$ cat src/rtl/isa_pkg.sv
// Shared ISA definitions: opcode encodings, instruction field positions and
// the decoded bundle type used by decode and the ALU.
package isa_pkg;

   typedef enum logic [3:0] {
      OP_ADD    = 4'h0,
      OP_PADDSB = 4'h1,
      OP_SUB    = 4'h2,
      OP_AND    = 4'h3,
      OP_NOR    = 4'h4,
      OP_SLL    = 4'h5,
      OP_SRL    = 4'h6,
      OP_SRA    = 4'h7,
      OP_LW     = 4'h8,
      OP_SW     = 4'h9,
      OP_LHB    = 4'hA,
      OP_LLB    = 4'hB,
      OP_B      = 4'hC,
      OP_JAL    = 4'hD,
      OP_JR     = 4'hE,
      OP_HLT    = 4'hF
   } opcode_e;

   localparam int unsigned OPC_HI  = 15;
   localparam int unsigned OPC_LO  = 12;
   localparam int unsigned RD_HI   = 11;
   localparam int unsigned RD_LO   = 8;
   localparam int unsigned RS_HI   = 7;
   localparam int unsigned RS_LO   = 4;
   localparam int unsigned RT_HI   = 3;
   localparam int unsigned RT_LO   = 0;
   localparam int unsigned COND_HI = 11;
   localparam int unsigned COND_LO = 9;
   localparam int unsigned BOFF_HI = 8;
   localparam int unsigned JOFF_HI = 11;
   localparam int unsigned BYTE_HI = 7;

   localparam logic [3:0] LINK_REG = 4'hF;

   typedef struct packed {
      logic [3:0]  alu_op;
      logic [3:0]  rd;
      logic [3:0]  rs;
      logic [3:0]  rt;
      logic [15:0] imm;
      logic [2:0]  cond;
      logic        reg_we;
      logic        mem_re;
      logic        mem_we;
      logic        is_branch;
      logic        is_jal;
      logic        is_jr;
      logic        halt;
      logic        reads_rs;
      logic        reads_rt;
   } decode_t;

endpackage

$ cat src/rtl/instr_fields.sv
// Combinational field extraction and immediate formatting for one
// instruction word; also reports which source registers are really read.
module instr_fields
   import isa_pkg::*;
(
   input  logic [15:0] instr,
   output decode_t     dec
);

   opcode_e    op;
   logic [3:0] f_hi;
   logic [3:0] f_mid;
   logic [3:0] f_lo;

   assign op    = opcode_e'(instr[OPC_HI:OPC_LO]);
   assign f_hi  = instr[RD_HI:RD_LO];
   assign f_mid = instr[RS_HI:RS_LO];
   assign f_lo  = instr[RT_HI:RT_LO];

   always_comb begin
      dec        = '0;
      dec.alu_op = instr[OPC_HI:OPC_LO];
      case (op)
         OP_ADD, OP_PADDSB, OP_SUB, OP_AND, OP_NOR: begin
            dec.rd       = f_hi;
            dec.rs       = f_mid;
            dec.rt       = f_lo;
            dec.reg_we   = 1'b1;
            dec.reads_rs = 1'b1;
            dec.reads_rt = 1'b1;
         end
         // the rt field of a shift is the shift amount, not a register read
         OP_SLL, OP_SRL, OP_SRA: begin
            dec.rd       = f_hi;
            dec.rs       = f_mid;
            dec.rt       = f_lo;
            dec.imm      = {12'h000, f_lo};
            dec.reg_we   = 1'b1;
            dec.reads_rs = 1'b1;
         end
         OP_LW: begin
            dec.rd       = f_hi;
            dec.rs       = f_mid;
            dec.imm      = {{(15 - RT_HI){instr[RT_HI]}}, f_lo};
            dec.reg_we   = 1'b1;
            dec.mem_re   = 1'b1;
            dec.reads_rs = 1'b1;
         end
         OP_SW: begin
            dec.rs       = f_mid;
            dec.rt       = f_hi;
            dec.imm      = {{(15 - RT_HI){instr[RT_HI]}}, f_lo};
            dec.mem_we   = 1'b1;
            dec.reads_rs = 1'b1;
            dec.reads_rt = 1'b1;
         end
         OP_LHB: begin
            dec.rd       = f_hi;
            dec.rs       = f_hi;
            dec.imm      = {8'h00, instr[BYTE_HI:0]};
            dec.reg_we   = 1'b1;
            dec.reads_rs = 1'b1;
         end
         OP_LLB: begin
            dec.rd     = f_hi;
            dec.imm    = {{(15 - BYTE_HI){instr[BYTE_HI]}}, instr[BYTE_HI:0]};
            dec.reg_we = 1'b1;
         end
         OP_B: begin
            dec.cond      = instr[COND_HI:COND_LO];
            dec.imm       = {{(15 - BOFF_HI){instr[BOFF_HI]}}, instr[BOFF_HI:0]};
            dec.is_branch = 1'b1;
         end
         OP_JAL: begin
            dec.rd      = LINK_REG;
            dec.imm     = {{(15 - JOFF_HI){instr[JOFF_HI]}}, instr[JOFF_HI:0]};
            dec.reg_we  = 1'b1;
            dec.is_jal  = 1'b1;
         end
         OP_JR: begin
            dec.rs       = f_mid;
            dec.is_jr    = 1'b1;
            dec.reads_rs = 1'b1;
         end
         default: begin
            dec.halt = 1'b1;
         end
      endcase
      if (dec.rd == 4'h0 && !dec.is_jal) begin
         dec.reg_we = 1'b0;
      end
   end

endmodule

$ cat src/rtl/instr_decode.sv
// Decode stage: registers one decoded bundle with valid/ready handshaking,
// load-use hazard stall, flush, and a sticky halt state.
module instr_decode
   import isa_pkg::*;
(
   input  logic        clk,
   input  logic        rst_n,
   input  logic        if_valid,
   input  logic [15:0] if_instr,
   input  logic [15:0] if_pc,
   output logic        id_ready,
   input  logic        flush,
   input  logic        ex_ready,
   input  logic        ex_load_valid,
   input  logic [3:0]  ex_load_rd,
   output logic        id_valid,
   output logic [3:0]  alu_op,
   output logic [3:0]  rs_addr,
   output logic [3:0]  rt_addr,
   output logic [3:0]  rd_addr,
   output logic [15:0] imm,
   output logic        reg_we,
   output logic        mem_re,
   output logic        mem_we,
   output logic        is_branch,
   output logic        is_jal,
   output logic        is_jr,
   output logic        halt,
   output logic [2:0]  cond,
   output logic [15:0] pc_out
);

   typedef enum logic {
      ST_RUN,
      ST_HALTED
   } state_e;

   state_e  state;
   state_e  state_nxt;
   logic    halted;
   logic    hold_hlt;
   logic    hazard;
   logic    accept;
   decode_t dec;

   instr_fields u_fields (
      .instr (if_instr),
      .dec   (dec)
   );

   always_ff @(posedge clk) begin
      if (!rst_n) begin
         state <= ST_RUN;
      end else begin
         state <= state_nxt;
      end
   end

   // a HLT squashed by flush in its departing cycle never halts the core
   always_comb begin
      state_nxt = state;
      if (state == ST_RUN && id_valid && ex_ready && halt && !flush) begin
         state_nxt = ST_HALTED;
      end
   end

   always_comb begin
      halted = 1'b0;
      if (state == ST_HALTED) begin
         halted = 1'b1;
      end
   end

   assign hold_hlt = id_valid && halt;

   assign hazard = if_valid && ex_load_valid && (ex_load_rd != 4'h0) &&
                   ((dec.reads_rs && dec.rs == ex_load_rd) ||
                    (dec.reads_rt && dec.rt == ex_load_rd));

   assign id_ready = rst_n && !halted && !flush && !hold_hlt && !hazard &&
                     (!id_valid || ex_ready);

   assign accept = if_valid && id_ready;

   always_ff @(posedge clk) begin
      if (!rst_n) begin
         id_valid  <= 1'b0;
         alu_op    <= '0;
         rs_addr   <= '0;
         rt_addr   <= '0;
         rd_addr   <= '0;
         imm       <= '0;
         reg_we    <= 1'b0;
         mem_re    <= 1'b0;
         mem_we    <= 1'b0;
         is_branch <= 1'b0;
         is_jal    <= 1'b0;
         is_jr     <= 1'b0;
         halt      <= 1'b0;
         cond      <= '0;
         pc_out    <= '0;
      end else if (flush) begin
         id_valid <= 1'b0;
      end else if (accept) begin
         id_valid  <= 1'b1;
         alu_op    <= dec.alu_op;
         rs_addr   <= dec.rs;
         rt_addr   <= dec.rt;
         rd_addr   <= dec.rd;
         imm       <= dec.imm;
         reg_we    <= dec.reg_we;
         mem_re    <= dec.mem_re;
         mem_we    <= dec.mem_we;
         is_branch <= dec.is_branch;
         is_jal    <= dec.is_jal;
         is_jr     <= dec.is_jr;
         halt      <= dec.halt;
         cond      <= dec.cond;
         pc_out    <= if_pc;
      end else if (ex_ready) begin
         id_valid <= 1'b0;
      end
   end

endmodule

$ cat config.mk
export PLATFORM = sky130hd
export DESIGN_NAME = instr_decode
export DESIGN_NICKNAME = d
export VERILOG_FILES = /design/src/rtl/isa_pkg.sv /design/src/rtl/instr_fields.sv /design/src/rtl/instr_decode.sv
export SDC_FILE = /design/constraint.sdc
export NUM_CORES = 1
export LEC_CHECK = 0
export CAP_MARGIN = 20
export CELL_PAD_IN_SITES_DETAIL_PLACEMENT = 1
export CELL_PAD_IN_SITES_GLOBAL_PLACEMENT = 2
export CORE_MARGIN = 8
export CORE_UTILIZATION = 38
export DETAILED_ROUTE_END_ITERATION = 12
export DONT_BUFFER_PORTS = 1
export PLACE_DENSITY = 0.91
export SETUP_SLACK_MARGIN = 0.3
export SLEW_MARGIN = 30
export SYNTH_ARGS = -nofsm -noshare
export SYNTH_HDL_FRONTEND = slang
export SYNTH_HIERARCHICAL = 1
export SYNTH_SLANG_ARGS = --single-unit
export TNS_END_PERCENT = 20
$ cat constraint.sdc
create_clock -name clk -period 4.5 [get_ports clk]
set_input_delay 0.675 -clock clk [delete_from_list [all_inputs] [get_ports clk]]
set_output_delay 0.675 -clock clk [all_outputs]
set_load 0.01 [all_outputs]
==> results of run 1 <==
sequential cells by signal (all words and copies together) (netlist names), 3 cells and up:
name / flops
rd_addr: 4
alu_op: 4
pc_out: 16
rt_addr: 4
rs_addr: 4
cond: 3
imm: 16
where the power goes:
part / total (mW) / internal, mW / switching [mW]
Sequential: 0.581 / 0.554 / 0.0271
Combinational: 0.101 / 0.0464 / 0.0544
Clock: 0.465 / 0.268 / 0.197
layout make-up:
type	count	area [sq um]
timing repair buffer	2	15.01
sequential	60	1201
clock buffer	13	148.9
tap	102	127.6
clock inverter	2	35.03
multi-input combinational	215	1419
fill	940	4541
inverter	64	240.2
cells by family after synthesis:
kind of cell,after synthesis,share of synthesized area
AND/OR/NAND/NOR,106,0.1643
AO/OA/AOI/OAI,43,0.08981
buffers and inverters,92,0.1333
flip-flops,60,0.3974
XOR/XNOR,8,0.02318
multiplexers,58,0.1921
layer usage:
layer / global-route usage / up-vias / wire length [um]
met5: 0 / - / 0
li1: - / 1139 / -
met1: 0.1435 / 1144 / 3102
met3: 0.09828 / 9 / 1066
met4: 0.04791 / 0 / 81
met2: 0.2469 / 84 / 3873
through the flow:
step / setup WS, ns / power (mW) / hold slack, ns / cells
after floorplan: 1.905 / 0.6891 / 0.4417 / 367
after global placement: 1.739 / 0.6911 / 0.4497 / 443
after detailed placement: 1.646 / 0.6965 / 0.4596 / 443
after CTS: 1.840 / 1.168 / 0.4537 / 458
after global routing: 1.712 / 1.202 / 0.4526 / 458
final: 1.844 / 1.147 / 0.4701 / 458
final timing paths:
check	start	endpoint	slack, ns
worst max register to register	halt	imm[3]	2.51
worst min register to register	state	state	0.47
worst min-delay path	state	state	0.47
worst max-delay path	if_instr[12]	id_ready	1.84
cell usage after synthesis (all sizes together):
master | number | area share
o21ai | 17 | 0.028
mux2i | 58 | 0.19
a21oi | 5 | 0.0083
nor2 | 3 | 0.0037
nand2b | 9 | 0.019
and3 | 3 | 0.0062
nor2b | 5 | 0.013
xnor2 | 2 | 0.0058
nand2 | 66 | 0.082
a22oi | 4 | 0.0099
and2 | 5 | 0.010
o22ai | 1 | 0.0021
xor2 | 6 | 0.017
nand3 | 1 | 0.0017
and4b | 1 | 0.0033
inv | 64 | 0.079
a21o | 1 | 0.0025
o21a | 2 | 0.0050
nor3 | 3 | 0.0050
nor4 | 6 | 0.012
buf | 21 | 0.045
dfxtp | 60 | 0.40
a22o | 4 | 0.012
a211oi | 9 | 0.022
or2 | 1 | 0.0021
nand4 | 3 | 0.0062
clkbuf | 7 | 0.0087
worst max-delay path, cell delays in order:
cell,delay (ns)
nor2b_1,0.20
and2_1,0.26
a22o_1,0.22
xor2_1,0.08
nor3_1,0.17
nand4_1,0.13
and3_1,0.24
==> summary.md, run 1 <==
| Metric | Value |
|---|---|
| Critical path arrival | `1.98 ns` |
| Final setup fails | `0` |
| Kind of critical path | `input port to output pin` |
| Design Area, Final | `3187 sq um` |
| Number of synthesized register bits | `60` |
| Final Max Tran Viols | `0` |
| Number of global-route vias before repair | `2547` |
| WL per Instance | `17.74 um` |
| HPWL Detailed | `6243 um` |
| Clk_lat worst skew | `0.33 ns` |
| Hold path depth | `1` |
| Worst R2R Path Depth | `5` |
| CTS tree | `done` |
| Max_cap viols | `0` |
| # rows | `32` |
| Chip Height | `105.2 um` |
| 1st-pass router iterations | `4` |
| Congestion Overflow GR | `0` |
| Fin crit share | `0.5902` |
| Setup TNS | `0 ns` |
| Post-layout net count | `394` |
| Mapped cell area | `3023 sq um` |
| Core area | `7727 sq um` |
| Worst-path maximum fanout | `17` |
| Peak supply drop | `0.1319 mV` |
| H-tree depth | `3` |
| RSZ-0062 raised after global routing | `false` |
| Pwr/cell area | `359.8 nW/um^2` |
| Status | `finished clean` |
| Cell variety after synth | `31` |
| Final hold violations | `0` |
| Final Critical Period | `2.656 ns` |
| ANT nets after route | `0` |
| Area Growth Syn to Fin | `5.422%` |
| Share of layout cells above drive strength 1 | `0.04213` |
| Syn_area_per_cell | `8.237 sq um` |
| N_diodes | `0` |
| Initial Util | `0.3912` |
| Critical Path RT | `3.83 ns` |
| Most common cell after layout, fill and taps aside | `nand2_1` |
| First-pass GRT wire length | `13010 um` |
| DRT iter0 DRCs | `99` |
| Sequential area share after synthesis | `0.3974` |
| Final GP Congestion | `0.8739` |
| Fmax | `376.5 MHz` |
| Die W | `105.2 um` |
| Slew HR | `0.5257` |
| Tot GR Track Use | `0.1474` |
| Hold WC Path Type | `register to register` |
| Most frequent cells in the layout | `66 x nand2_1, 64 x inv_1, 60 x dfxtp_1, 58 x mux2i_1, 12 x o21ai_0` |
| Post_cts resized | `0` |
| Via density | `5.188` |
| Post-Route WL | `8125 um` |
| Via count | `2376` |
| Utilization after layout | `0.4124` |
| Largest net degree at the start of global routing | `61` |
| Crit path launch type | `input port` |
| Placed instance area | `3003 sq um` |
| Clock tree sinks | `60` |
| Port bufs | `0` |
| Cts hold-fix bufs | `0` |
| Root buffer cell | `clkbuf_8` |
| Worst slew pin tran | `0.7115 ns` |
| Clock-pin slew on the worst setup and hold paths | `0.06 ns` |
| Total die area | `11060 sq um` |
| Clk_skew | `0.004668 ns` |
| CP endpoint kind | `output pin` |
| Synth warn | `6` |
| Syn Inst Count | `367` |
| Antenna violations before repair | `0` |
| Pleak | `1.615 nW` |
| Clk buf depth | `2` |
| Residual DRC | `0` |
| Num CTS Buffers | `9` |
| Syn_nets | `409` |
| Io pins | `102` |
| Post-CTS setup buffers | `0` |
No activity file was read; power rests on OpenSTA's default activity.
==> inputs of run 2 (changes only) <==
- CORE_UTILIZATION: 38 -> 32
- PLACE_DENSITY: 0.91 -> 0.82
- clock period: 4.5 -> 2.4 ns (I/O delays scaled with it)
==> summary.md, run 2 (synthesis gave the netlist of run 1 again) <==
| Metric | Value |
|---|---|
| Io pins | `102` |
| Placed insts | `452` |
| Post-layout net count | `394` |
| Port bufs | `0` |
| Critical Path RT | `2.04 ns` |
| Worst-path maximum fanout | `17` |
| Root buffer cell | `clkbuf_8` |
| Setup ws final | `0.3419 ns` |
| Chip Height | `113.2 um` |
| Kind of critical path | `input port to output pin` |
| Clk_lat worst skew | `0.34 ns` |
| Total die area | `12810 sq um` |
| Post-CTS setup buffers | `0` |
| Design Area, Final | `3236 sq um` |
| Hold WC Path Type | `input port to register` |
| Die W | `113.2 um` |
| Cts hold-fix bufs | `0` |
| Via density | `5.067` |
| Post-Route WL | `8625 um` |
| Share of layout cells above drive strength 1 | `0.05915` |
| CTS tree | `done` |
| Pwr/cell area | `681.0 nW/um^2` |
| Critical path arrival | `1.70 ns` |
| # rows | `35` |
| ANT nets after route | `0` |
| Antenna violations before repair | `0` |
| Placed instance area | `3027 sq um` |
| Final hold violations | `0` |
| Max_cap viols | `0` |
| Peak supply drop | `0.2799 mV` |
| Slew HR | `0.6910` |
| HPWL Detailed | `6427 um` |
| Worst slew pin tran | `0.4603 ns` |
| Initial Util | `0.3287` |
| Pleak | `1.629 nW` |
| Clk buf depth | `2` |
| H-tree depth | `3` |
| Fin cells | `466` |
| Utilization after layout | `0.3518` |
| RSZ-0062 raised after global routing | `false` |
| N_diodes | `0` |
| Fmax | `485.9 MHz` |
| CP endpoint kind | `output pin` |
| Crit path launch type | `input port` |
| Residual DRC | `0` |
| Fin crit share | `0.8576` |
| Via count | `2361` |
| Num CTS Buffers | `9` |
| Tot GR Track Use | `0.1371` |
| Clk_skew | `0.005769 ns` |
| First-pass GRT wire length | `13770 um` |
| Largest regs | `imm (16), pc_out (16)` |
| Number of global-route vias before repair | `2570` |
| Clock tree sinks | `60` |
| Final setup fails | `0` |
| Clock-pin slew on the worst setup and hold paths | `0.06 ns` |
| Final Max Tran Viols | `0` |
| Core area | `9196 sq um` |
| Final Critical Period | `2.058 ns` |
| Most common cell after layout, fill and taps aside | `nand2_1` |
| Final GP Congestion | `0.8529` |
| Area Growth Syn to Fin | `7.036%` |
| Pre-CTS setup slack | `0.1409 ns` |
| WL per Instance | `18.51 um` |
| DRT iter0 DRCs | `115` |
| Most frequent cells in the layout | `66 x nand2_1, 64 x inv_1, 60 x dfxtp_1, 58 x mux2i_1` |
| Setup TNS | `0 ns` |
| Largest net degree at the start of global routing | `61` |
| 1st-pass router iterations | `4` |
| Congestion Overflow GR | `0` |
| Status | `finished clean` |
| Fillers | `1129` |
-- run 2: report_power, final --
| group | switching [mW] | total, mW | internal (mW) |
|---|---|---|---|
| Sequential | 0.0523 | 1.09 | 1.04 |
| Combinational | 0.106 | 0.197 | 0.0902 |
| Clock | 0.392 | 0.916 | 0.524 |
-- run 2: cell type report --
| class | count | area (sq um) | area share |
|---|---|---|---|
| multi-input cells | 215 | 1438 | 0.4443 |
| flip-flops and latches | 60 | 1201 | 0.3712 |
| inverters | 64 | 240.2 | 0.07425 |
| clock buffers | 12 | 155.1 | 0.04795 |
| well taps | 111 | 138.9 | 0.04292 |
| clock inverters | 2 | 35.03 | 0.01083 |
| repair buffers | 2 | 27.53 | 0.008507 |
-- run 2: critical path, stage by stage --
cell     delay (ns)
nor2b_2        0.15
and2_2         0.20
a22o_1         0.25
xor2_1         0.20
nor3_2         0.20
nand4_1        0.14
and3_4         0.20
-- run 2: timing repair --
| action | 4_1_cts | 5_1_grt |
|---|---|---|
| setup endpoints to repair | 0 | 60 |
| resized for setup | 0 | 6 |
| hold endpoints to repair | 0 | 0 |
-- run 2: final timing paths --
check / slack (ns) / from / cells after the start / end
min reg2reg: 0.50 / state / 1 / state
max: 0.34 / if_instr[12] / 7 / id_ready
min: 0.15 / if_pc[9] / 2 / pc_out[9]
max reg2reg: 0.67 / halt / 5 / imm[4]
-- run 2: metal layers --
| metal | wire [um] | global-route usage | share of wire | up-vias |
|---|---|---|---|---|
| li1 | - | - | - | 1137 |
| met1 | 3324 | 0.1403 | 0.39 | 1119 |
| met2 | 4047 | 0.2282 | 0.47 | 93 |
| met3 | 1125 | 0.07188 | 0.13 | 12 |
| met4 | 128 | 0.06217 | 0.015 | 0 |
| met5 | 0 | 0 | 0 | - |
-- run 2: stage by stage --
| stage | hold slack, ns | power, mW |
|---|---|---|
| 6_report | 0.1549 | 2.204 |
| 5_1_grt | 0.1489 | 2.314 |
| 4_1_cts | 0.1434 | 2.235 |
| 3_5_place_dp | 0.4681 | 1.310 |
| 3_3_place_gp | 0.4487 | 1.301 |
| 2_1_floorplan | 0.4417 | 1.293 |
